<file path="src/rtl/dmi_req_ctrl_pkg.sv">
// Shared definitions for the DMI request controller.
//   - Status encodings reported on rd_status and held in the sticky register.
//   - FSM state enum used by the controller.
package dmi_req_ctrl_pkg;

    localparam logic [1:0] DMI_OK   = 2'b00;
    localparam logic [1:0] DMI_FAIL = 2'b10;
    localparam logic [1:0] DMI_BUSY = 2'b11;

    typedef enum logic [1:0] {
        ST_IDLE = 2'd0,
        ST_REQ  = 2'd1,
        ST_RSP  = 2'd2
    } dmi_state_e;

endpackage

</file>
<file path="src/rtl/dmi_req_ctrl_if.sv">
// DMI channel between the JTAG-side request controller and the debug module.
//   master : the controller (drives the request, consumes the response)
//   slave  : the debug module (accepts the request, returns the response)
// Signals:
//   dmi_req_valid/ready/addr/data/write : request channel
//   dmi_rsp_valid/data/err              : one-cycle response
//   dmi_hard_reset                      : one-cycle abort / sticky clear pulse
interface dmi_req_ctrl_if #(
    parameter int ADDR_W = 7
);
    logic              dmi_req_valid;
    logic              dmi_req_ready;
    logic [ADDR_W-1:0] dmi_req_addr;
    logic [31:0]       dmi_req_data;
    logic              dmi_req_write;
    logic              dmi_rsp_valid;
    logic [31:0]       dmi_rsp_data;
    logic              dmi_rsp_err;
    logic              dmi_hard_reset;

    modport master (
        output dmi_req_valid, dmi_req_addr, dmi_req_data, dmi_req_write,
        input  dmi_req_ready, dmi_rsp_valid, dmi_rsp_data, dmi_rsp_err,
        input  dmi_hard_reset
    );

    modport slave (
        input  dmi_req_valid, dmi_req_addr, dmi_req_data, dmi_req_write,
        output dmi_req_ready, dmi_rsp_valid, dmi_rsp_data, dmi_rsp_err,
        output dmi_hard_reset
    );
endinterface

</file>
<file path="src/rtl/dmi_timeout_cnt.sv">
// Cycle counter bounding the time spent waiting in REQ or RSP.
//   clk, rst_n : clock and asynchronous active-low reset
//   i_clr      : synchronous clear (priority over i_en)
//   i_en       : increment this cycle
//   o_expire   : count has reached TIMEOUT_CYCLES-1
module dmi_timeout_cnt #(
    parameter int TIMEOUT_CYCLES = 255
) (
    input  logic clk,
    input  logic rst_n,
    input  logic i_clr,
    input  logic i_en,
    output logic o_expire
);
    localparam int CW = (TIMEOUT_CYCLES > 1) ? $clog2(TIMEOUT_CYCLES) : 1;
    localparam logic [CW-1:0] LAST = CW'(TIMEOUT_CYCLES - 1);

    logic [CW-1:0] r_cnt;

    always_ff @(posedge clk or negedge rst_n) begin
        if (!rst_n) begin
            r_cnt <= '0;
        end else if (i_clr) begin
            r_cnt <= '0;
        end else if (i_en) begin
            r_cnt <= r_cnt + 1'b1;
        end
    end

    assign o_expire = (r_cnt == LAST);
endmodule

</file>
<file path="src/rtl/dmi_req_ctrl.sv">
// JTAG DTM side DMI request controller.
// Turns a DR-update strobe into a single valid/ready request to the debug
// module, waits for the one-cycle response, and reports status back to the DR.
//   jtag_tck, jtag_trst_n : clock and asynchronous active-low reset
//   wr_addr, wr_data      : DR address / write data (low ADDR_W address bits used)
//   wr_intf, wr_enab      : request strobe and write(1)/read(0) qualifier
//   rd_data               : last successful read data
//   rd_status             : 00 ok, 10 failed, 11 busy
//   dmi                   : DMI channel (master side)
module dmi_req_ctrl
    import dmi_req_ctrl_pkg::*;
#(
    parameter int ADDR_W         = 7,
    parameter int TIMEOUT_CYCLES = 255
) (
    input  logic        jtag_tck,
    input  logic        jtag_trst_n,
    input  logic [31:0] wr_addr,
    input  logic [31:0] wr_data,
    input  logic        wr_intf,
    input  logic        wr_enab,
    output logic [31:0] rd_data,
    output logic [1:0]  rd_status,
    dmi_req_ctrl_if.master dmi
);
    dmi_state_e        r_state;
    logic [1:0]        r_sticky;
    logic [31:0]       r_rd_data;
    logic              r_req_valid;
    logic [ADDR_W-1:0] r_req_addr;
    logic [31:0]       r_req_data;
    logic              r_req_write;

    logic w_expire;
    logic w_cnt_clr;
    logic w_cnt_en;
    logic w_err_event;
    logic w_busy_event;
    logic w_unused_addr;

    assign w_unused_addr = ^wr_addr[31:ADDR_W];

    // Counter is held at zero in IDLE, so entry into REQ starts at 0; the
    // REQ->RSP handshake clears it again for the response wait.
    assign w_cnt_clr = dmi.dmi_hard_reset || (r_state == ST_IDLE) ||
                       (r_state == ST_REQ && dmi.dmi_req_ready);
    assign w_cnt_en  = (r_state != ST_IDLE);

    dmi_timeout_cnt #(
        .TIMEOUT_CYCLES(TIMEOUT_CYCLES)
    ) u_timeout (
        .clk      (jtag_tck),
        .rst_n    (jtag_trst_n),
        .i_clr    (w_cnt_clr),
        .i_en     (w_cnt_en),
        .o_expire (w_expire)
    );

    // Handshake / response take precedence over timeout expiry.
    assign w_err_event  = (r_state == ST_REQ && !dmi.dmi_req_ready && w_expire) ||
                          (r_state == ST_RSP && dmi.dmi_rsp_valid && dmi.dmi_rsp_err) ||
                          (r_state == ST_RSP && !dmi.dmi_rsp_valid && w_expire);
    assign w_busy_event = wr_intf && (r_state != ST_IDLE);

    always_ff @(posedge jtag_tck or negedge jtag_trst_n) begin
        if (!jtag_trst_n) begin
            r_state     <= ST_IDLE;
            r_sticky    <= DMI_OK;
            r_rd_data   <= '0;
            r_req_valid <= 1'b0;
            r_req_addr  <= '0;
            r_req_data  <= '0;
            r_req_write <= 1'b0;
        end else if (dmi.dmi_hard_reset) begin
            r_state     <= ST_IDLE;
            r_sticky    <= DMI_OK;
            r_req_valid <= 1'b0;
        end else begin
            // First error wins: sticky only changes while it reads OK.
            if (r_sticky == DMI_OK) begin
                if (w_err_event) begin
                    r_sticky <= DMI_FAIL;
                end else if (w_busy_event) begin
                    r_sticky <= DMI_BUSY;
                end
            end
            case (r_state)
                ST_IDLE: begin
                    if (wr_intf && r_sticky == DMI_OK) begin
                        r_req_addr  <= wr_addr[ADDR_W-1:0];
                        r_req_data  <= wr_data;
                        r_req_write <= wr_enab;
                        r_req_valid <= 1'b1;
                        r_state     <= ST_REQ;
                    end
                end
                ST_REQ: begin
                    if (dmi.dmi_req_ready) begin
                        r_req_valid <= 1'b0;
                        r_state     <= ST_RSP;
                    end else if (w_expire) begin
                        r_req_valid <= 1'b0;
                        r_state     <= ST_IDLE;
                    end
                end
                ST_RSP: begin
                    if (dmi.dmi_rsp_valid) begin
                        if (!dmi.dmi_rsp_err && !r_req_write) begin
                            r_rd_data <= dmi.dmi_rsp_data;
                        end
                        r_state <= ST_IDLE;
                    end else if (w_expire) begin
                        r_state <= ST_IDLE;
                    end
                end
                default: begin
                    r_state     <= ST_IDLE;
                    r_req_valid <= 1'b0;
                end
            endcase
        end
    end

    assign rd_data   = r_rd_data;
    assign rd_status = (r_sticky != DMI_OK)   ? r_sticky :
                       (r_state  != ST_IDLE)  ? DMI_BUSY : DMI_OK;

    assign dmi.dmi_req_valid = r_req_valid;
    assign dmi.dmi_req_addr  = r_req_addr;
    assign dmi.dmi_req_data  = r_req_data;
    assign dmi.dmi_req_write = r_req_write;
endmodule

</file>
<file path="src/flat_wrapper.sv">
// flat-port wrapper written by rule: the top's interface ports become plain ports
module dmi_req_ctrl_flat import dmi_req_ctrl_pkg::*;
#(
    parameter int ADDR_W         = 7,
    parameter int TIMEOUT_CYCLES = 255
)
  (jtag_tck, jtag_trst_n, wr_addr, wr_data, wr_intf, wr_enab, rd_data, rd_status, dmi_dmi_req_valid, dmi_dmi_req_addr, dmi_dmi_req_data, dmi_dmi_req_write, dmi_dmi_req_ready, dmi_dmi_rsp_valid, dmi_dmi_rsp_data, dmi_dmi_rsp_err, dmi_dmi_hard_reset);
  dmi_req_ctrl_if #(.ADDR_W(ADDR_W)) dmi_i ();
  input  logic jtag_tck;
  input  logic jtag_trst_n;
  input  logic [31:0] wr_addr;
  input  logic [31:0] wr_data;
  input  logic wr_intf;
  input  logic wr_enab;
  output logic [31:0] rd_data;
  output logic [1:0] rd_status;
  output wire logic [$bits(dmi_i.dmi_req_valid)-1:0] dmi_dmi_req_valid;
  output wire logic [$bits(dmi_i.dmi_req_addr)-1:0] dmi_dmi_req_addr;
  output wire logic [$bits(dmi_i.dmi_req_data)-1:0] dmi_dmi_req_data;
  output wire logic [$bits(dmi_i.dmi_req_write)-1:0] dmi_dmi_req_write;
  input wire logic [$bits(dmi_i.dmi_req_ready)-1:0] dmi_dmi_req_ready;
  input wire logic [$bits(dmi_i.dmi_rsp_valid)-1:0] dmi_dmi_rsp_valid;
  input wire logic [$bits(dmi_i.dmi_rsp_data)-1:0] dmi_dmi_rsp_data;
  input wire logic [$bits(dmi_i.dmi_rsp_err)-1:0] dmi_dmi_rsp_err;
  input wire logic [$bits(dmi_i.dmi_hard_reset)-1:0] dmi_dmi_hard_reset;
  assign dmi_dmi_req_valid = dmi_i.dmi_req_valid;
  assign dmi_dmi_req_addr = dmi_i.dmi_req_addr;
  assign dmi_dmi_req_data = dmi_i.dmi_req_data;
  assign dmi_dmi_req_write = dmi_i.dmi_req_write;
  assign dmi_i.dmi_req_ready = dmi_dmi_req_ready;
  assign dmi_i.dmi_rsp_valid = dmi_dmi_rsp_valid;
  assign dmi_i.dmi_rsp_data = dmi_dmi_rsp_data;
  assign dmi_i.dmi_rsp_err = dmi_dmi_rsp_err;
  assign dmi_i.dmi_hard_reset = dmi_dmi_hard_reset;
  dmi_req_ctrl #(.ADDR_W(ADDR_W), .TIMEOUT_CYCLES(TIMEOUT_CYCLES)) u_core (.jtag_tck(jtag_tck), .jtag_trst_n(jtag_trst_n), .wr_addr(wr_addr), .wr_data(wr_data), .wr_intf(wr_intf), .wr_enab(wr_enab), .rd_data(rd_data), .rd_status(rd_status), .dmi(dmi_i));
endmodule
</file>
<file path="config.mk">
export PLATFORM = sky130hd
export DESIGN_NAME = dmi_req_ctrl_flat
export DESIGN_NICKNAME = d
export VERILOG_FILES = /design/src/rtl/dmi_req_ctrl_pkg.sv /design/src/rtl/dmi_req_ctrl_if.sv /design/src/rtl/dmi_timeout_cnt.sv /design/src/rtl/dmi_req_ctrl.sv /design/src/flat_wrapper.sv
export SDC_FILE = /design/constraint.sdc
export NUM_CORES = 1
export LEC_CHECK = 0
export ABC_AREA = 1
export BUFFER_PORTS_ARGS = -buffer_cell sky130_fd_sc_hd__buf_2
export CAP_MARGIN = 25
export CORE_MARGIN = 10
export CORE_UTILIZATION = 50
export CTS_CLUSTER_SIZE = 10
export DETAILED_ROUTE_END_ITERATION = 10
export PLACE_DENSITY = 0.9
export REMOVE_ABC_BUFFERS = 1
export SYNTH_ARGS = -nofsm -noshare
export SYNTH_HDL_FRONTEND = slang
export SYNTH_SLANG_ARGS = --single-unit
</file>
<file path="constraint.sdc">
create_clock -name jtag_tck -period 2.2 [get_ports jtag_tck]
set_clock_uncertainty 0.05 [all_clocks]
set_input_delay 0.11 -clock jtag_tck [delete_from_list [all_inputs] [get_ports jtag_tck]]
set_output_delay 0.11 -clock jtag_tck [all_outputs]
set_load 0.05 [all_outputs]
</file>
* Word level (Yosys, flattened, before mapping)
Index checks and enable logic that the tools add are counted. Widths: inputs -> output; s select.
Storage, ports and cells: register bits after elaboration 85, output and inout port bits 75
Operators by class: equal/unequal tests 6, reduce and logical (&&, ||, !) cells 29, add/sub/neg operators 1, mux-type cells 19, bitwise gates (word level) 1
Operators by type and width (count):
- $mux 2 | 11
- $mux 8 | 2
- $logic_and 1x1->1 | 10
- $add 8x1->8 const B | 1
- $eq 8x8->1 const B | 1
- $reduce_bool 2->1 | 4
- $pmux 2 s3 | 1
- $reduce_and 3->1 | 2
- $logic_not 1->1 | 4
- $logic_not 2->1 | 2
- $logic_or 1x1->1 | 4
- $mux 1 | 4
- $ne 4x3->1 const B | 1
- $reduce_and 4->1 | 1
- $ne 3x3->1 const B | 1
- $pmux 1 s3 | 1
- $reduce_bool 3->1 | 1
- $eq 2x1->1 const B | 1
- $eq 2x2->1 const B | 1
- $ne 2x2->1 const B | 1
- $reduce_and 2->1 | 1
- $not 1->1 | 1

* Longest topological paths before layout
depth after elaboration 8, gate-level depth with buffers 9, depth with buffers taken out 9

* Cells and area by module
Synthesis repeated with hierarchy kept, for this count alone.
Unflattened totals: cells, all modules 416, area total of the unflattened synthesis 3797.4 um2
By module, submodules not included:
- dmi_req_ctrl | area each 3330.7 um2, instances 1, seq. area each 1926.8 um2, cells an instance 357
- dmi_timeout_cnt | area each 466.7 um2, instances 1, seq. area each 200.2 um2, cells an instance 59

* Least setup slack after synthesis
Ideal clock, no wire load.
path kind reg-to-output, start register u_core.r_state[0], end output rd_status[0], stages on the path, launching flop included 5, path buffers 0, slack 0.302 ns, required time 2.040 ns, arrival time 1.738 ns, cell sequence dfrtp_1 > inv_1 > nand2_1 > inv_1 > o21ai_0
On the way: word-level cells in the longest chain between the ends 3
RTL lines:
- from (decl) | line dmi_req_ctrl.sv:26 | dmi_state_e r_state;
- from (signal assigned) | line dmi_req_ctrl.sv:67 | r_state <= ST_IDLE;
- from (signal assigned) | line dmi_req_ctrl.sv:75 | r_state <= ST_IDLE;
- from (signal assigned) | line dmi_req_ctrl.sv:94 | r_state <= ST_REQ;
- $reduce_bool 2->1 | line dmi_req_ctrl.sv:126 | (r_state != ST_IDLE) ? DMI_BUSY : DMI_OK;
- $mux 2 | line dmi_req_ctrl.sv:126
- $mux 2 | line dmi_req_ctrl.sv:125 | assign rd_status = (r_sticky != DMI_OK) ? r_sticky :
- to (decl) | line flat_wrapper.sv:16 | output logic [1:0] rd_status;
No other way between the ends.

* Final worst setup path
start register u_core.r_state[0], end output rd_status[1]
The elaborated chain is that of the path after synthesis.

==> summary.txt <==
Global routing
  • Global-route wire length before repair: 18900 um
  • Overall Global Routing Usage: 20.6%
  • Largest net degree at the start of global routing: 81
  • Initial antenna violation count: 1
  • Gr busiest metal: met2
  • Met3 Resource Use GR: ~7%
  • GRT met2 Usage: between 30% and 40%
  • Grt met1 use: 21.3%
  • Total global routing overflow: 0
  • Vias in the first global route: 3764

Timing
  • Fmax: roughly 0.60 GHz
  • Worst slew pin tran: ~570 ps
  • Final period util: 76.4%
  • Endpoints failing hold: 0
  • Unrepaired setup endpoints after global routing: false
  • Worst hold slack: 26.4 ps
  • Count of pins over their slew limit: 0
  • Endpoints failing setup: 0
  • Setup_tns: 0 ps
  • Fin crit period: 1680 ps
  • Slew HR: between 60 and 70%

Cells and area
  • Area grow syn2layout: 47.8%
  • Layout fillers: 498
  • Nets: 738
  • Ratio of cells with drive above 1 in the final layout: 32.6%

CTS
  • CTS H-tree depth: 3
  • Post-CTS Repair Setup Buffers: 0
  • CTS tree: built
  • CTS clock-pin slew for the worst setup and hold paths: 80 ps
  • Worst skew pair latency: ~330 ps
  • Hold-fix buffers at CTS: 73
  • Clock Root Buffer: clkbuf_8
  • Clock Path Buffers: 2
  • TritonCTS Buffers: 9
  • # resized after CTS: 0
  • CTS Sinks: 85

Critical path
  • Cell repeated most along the worst path: inv_1
  • Worst R2R Start: u_core.r_state[0]$_DFFE_PN0P_
  • Worst Path Arrival: 1520 ps
  • Critical Path RT: 2040 ps
  • Critical Path Slowest Stage Cell: dfrtp_1
  • Crit path launch type: flip-flop
  • Setup crit end kind: output pin
  • Max incr delay on CP: 400 ps
  • CP Max Fanout: 5
  • CP startpoint: u_core.r_state[0]$_DFFE_PN0P_
  • Crit Path Category: reg -> out
  • Worst-path cell chain: inv_1, nand2_1, inv_1, o21bai_1, buf_2

Yosys
  • Cells after Synth: 406
  • Post-synth top area share: 57.8%
  • Top_reg_cell synth: dfrtp_1
  • Mapped Area: 0.00368 sq mm
  • Async S/R FF share, synth: 100%
  • Mean Syn Cell Area: 9.06 sq um
  • EDFF count, synth: 0
  • Top cells by count, synth: 90 x inv_1, 90 x nand2_1, 85 x dfrtp_1, 45 x o21ai_0, 28 x o21ai_2
  • Register area share after synthesis: 57.8%
  • Netlist cell types: 24
  • Post-synth top area cell: dfrtp_1
  • YS warnings: 0
  • Dominant cells by area after synthesis: dfrtp_1 58%, inv_1 9.2%, nand2_1 9.2%
  • Synthesized flop and latch total: 85

Drt
  • Initial drt markers: 107
  • Final WL: 11500 um
  • Antenna Violating Nets Remaining: 0
  • DRC: 0
  • Wire per inst: 15.6 um
  • Initial DRT Pass Iterations: 4
  • DR vias: 3407
  • Drt via density: 4.64

Power
  • Comb power frac: 50.7%
  • Clk network pwr share: between 10% and 20%
  • Leak Pwr: 2.95 nW
  • Switching share of power: 51.0%
  • VDD IR max: 0.000957 V
  • Reg power frac: 35.3%
  • Cell Pwr Density: roughly 1200 mW/mm^2
  • Cell Int Power: 3.31 mW
  • Sw Pwr: 3.44 mW

Placement
  • Port-buffer cells: ~150
  • DP Wirelength: 7180 um
  • Final weighted congestion in routability-driven placement: 0.797

Flow run
  • Total of max-cap violations: 0

Floorplanning
  • Die Wd: between 100 and 150 um
  • Starting Density: 51.0%
  • Die height: ~110 um
  • Die Area: 0.0112 sq mm
  • Num ports: 179
  • Row count: 31
  • Core area: between 0.007 and 0.008 sq mm

Worst hold path
  • HP Class: in -> reg
  • Hold_sp: wr_data[21]

Status
  • Status: complete, no violations
[final cells by class]
type                    instances  area, sq um  area share (%)
diodes                          1         2.50          0.0460
clock buffers                  10          138            2.53
clock inverters                 4         26.3           0.483
inverters                      91          342            6.28
multi-input cells             215         1110            20.4
flip-flops and latches         85         2130            39.1
well taps                      99          124            2.28
repair buffers                230         1570            28.8
[power by group through the flow]
stage,Combinational [mW],Sequential (mW),Clock (mW)
after detailed placement,3.31,2.38,0
after CTS,3.41,2.36,0.982
after global routing,3.61,2.44,1.05
final,3.42,2.38,0.945
after global placement,3.25,2.35,0
after floorplan,0.616,4.18,0
[cell usage in the layout, fill, tap and decap left out]
master,instances
clkinv_2,2
o21ai_2,28
clkbuf_8,10
nand4_1,1
a22oi_1,1
buf_12,3
o21ai_0,45
nand3_1,5
nor2_1,16
nand2_1,90
nand3b_1,1
nor3b_1,2
a21oi_1,9
buf_2,152
ha_1,2
o21ai_1,2
inv_1,90
nor3_1,4
diode_2,1
and3_1,1
clkinvlp_4,1
dlygate4sd3_1,73
buf_4,2
dfrtp_1,85
o21bai_1,1
nor2_4,1
nand3_2,1
inv_2,1
nor4_4,1
nand2_2,4
clkinv_4,1
[critical path, delay by kind of cell, from the launching register on]
family	cells	cell delay (ps)
AOI/OAI and AO/OA	1	140
and+or+nand+nor	1	150
buffers and inverters	3	500
DFF	1	400
[per-stage QoR]
| stage | worst slack [ps] | utilization [%] | cells | area [sq um] | power [mW] |
|---|---|---|---|---|---|
| 4_1_cts | 489 | 75.3 | 734 | 5430 | 6.76 |
| 2_1_floorplan | -1040 | - | 391 | 3570 | 4.79 |
| 3_3_place_gp | 713 | 62.9 | 647 | 4540 | 5.60 |
| 3_5_place_dp | 627 | 62.9 | 647 | 4540 | 5.70 |
| 5_1_grt | 377 | 75.4 | 735 | 5440 | 7.10 |
| 6_report | 520 | 75.4 | 735 | 5440 | 6.74 |
[registers in the layout, indices dropped and copies added, names as in the netlist]
name,count
u_core.dmi.dmi_req_addr,7
u_core.dmi.dmi_req_valid,1
u_core.dmi.dmi_req_write,1
u_core.rd_data,32
u_core.r_sticky,2
u_core.r_state,2
u_core.dmi.dmi_req_data,32
u_core.u_timeout.r_cnt,8
[routing by layer]
metal,share of wire [%],routed length [um]
met5,0,0
met4,1.2,143
met3,6.5,751
met2,54,6250
met1,38,4340
[worst paths after layout]
kind                                                                end  slack, ps  cells past startpoint
worst max register to register   u_core.dmi.dmi_req_data[6]$_DFFE_PN0P_        570                      7
worst max-delay path                                       rd_status[1]        520                      5
min in group asynchronous          u_core.dmi.dmi_req_valid$_DFFE_PN0P_        260                      2
worst min-delay path            u_core.dmi.dmi_req_data[21]$_DFFE_PN0P_         30                      3
max in group asynchronous        u_core.dmi.dmi_req_addr[1]$_DFFE_PN0P_       1230                      3
worst min register to register     u_core.dmi.dmi_req_valid$_DFFE_PN0P_        430                      2
[cell families (layout without fill, tap and decap cells)]
family,count (synthesis),count (layout),synth area share (%)
simple gates,127,127,14.7
fa+ha+maj,2,2,0.680
buf+inv,106,335,12.1
flops,85,85,57.8
other cells,0,1,0
compound gates,86,86,14.7
(Power assumes the default switching activity.)
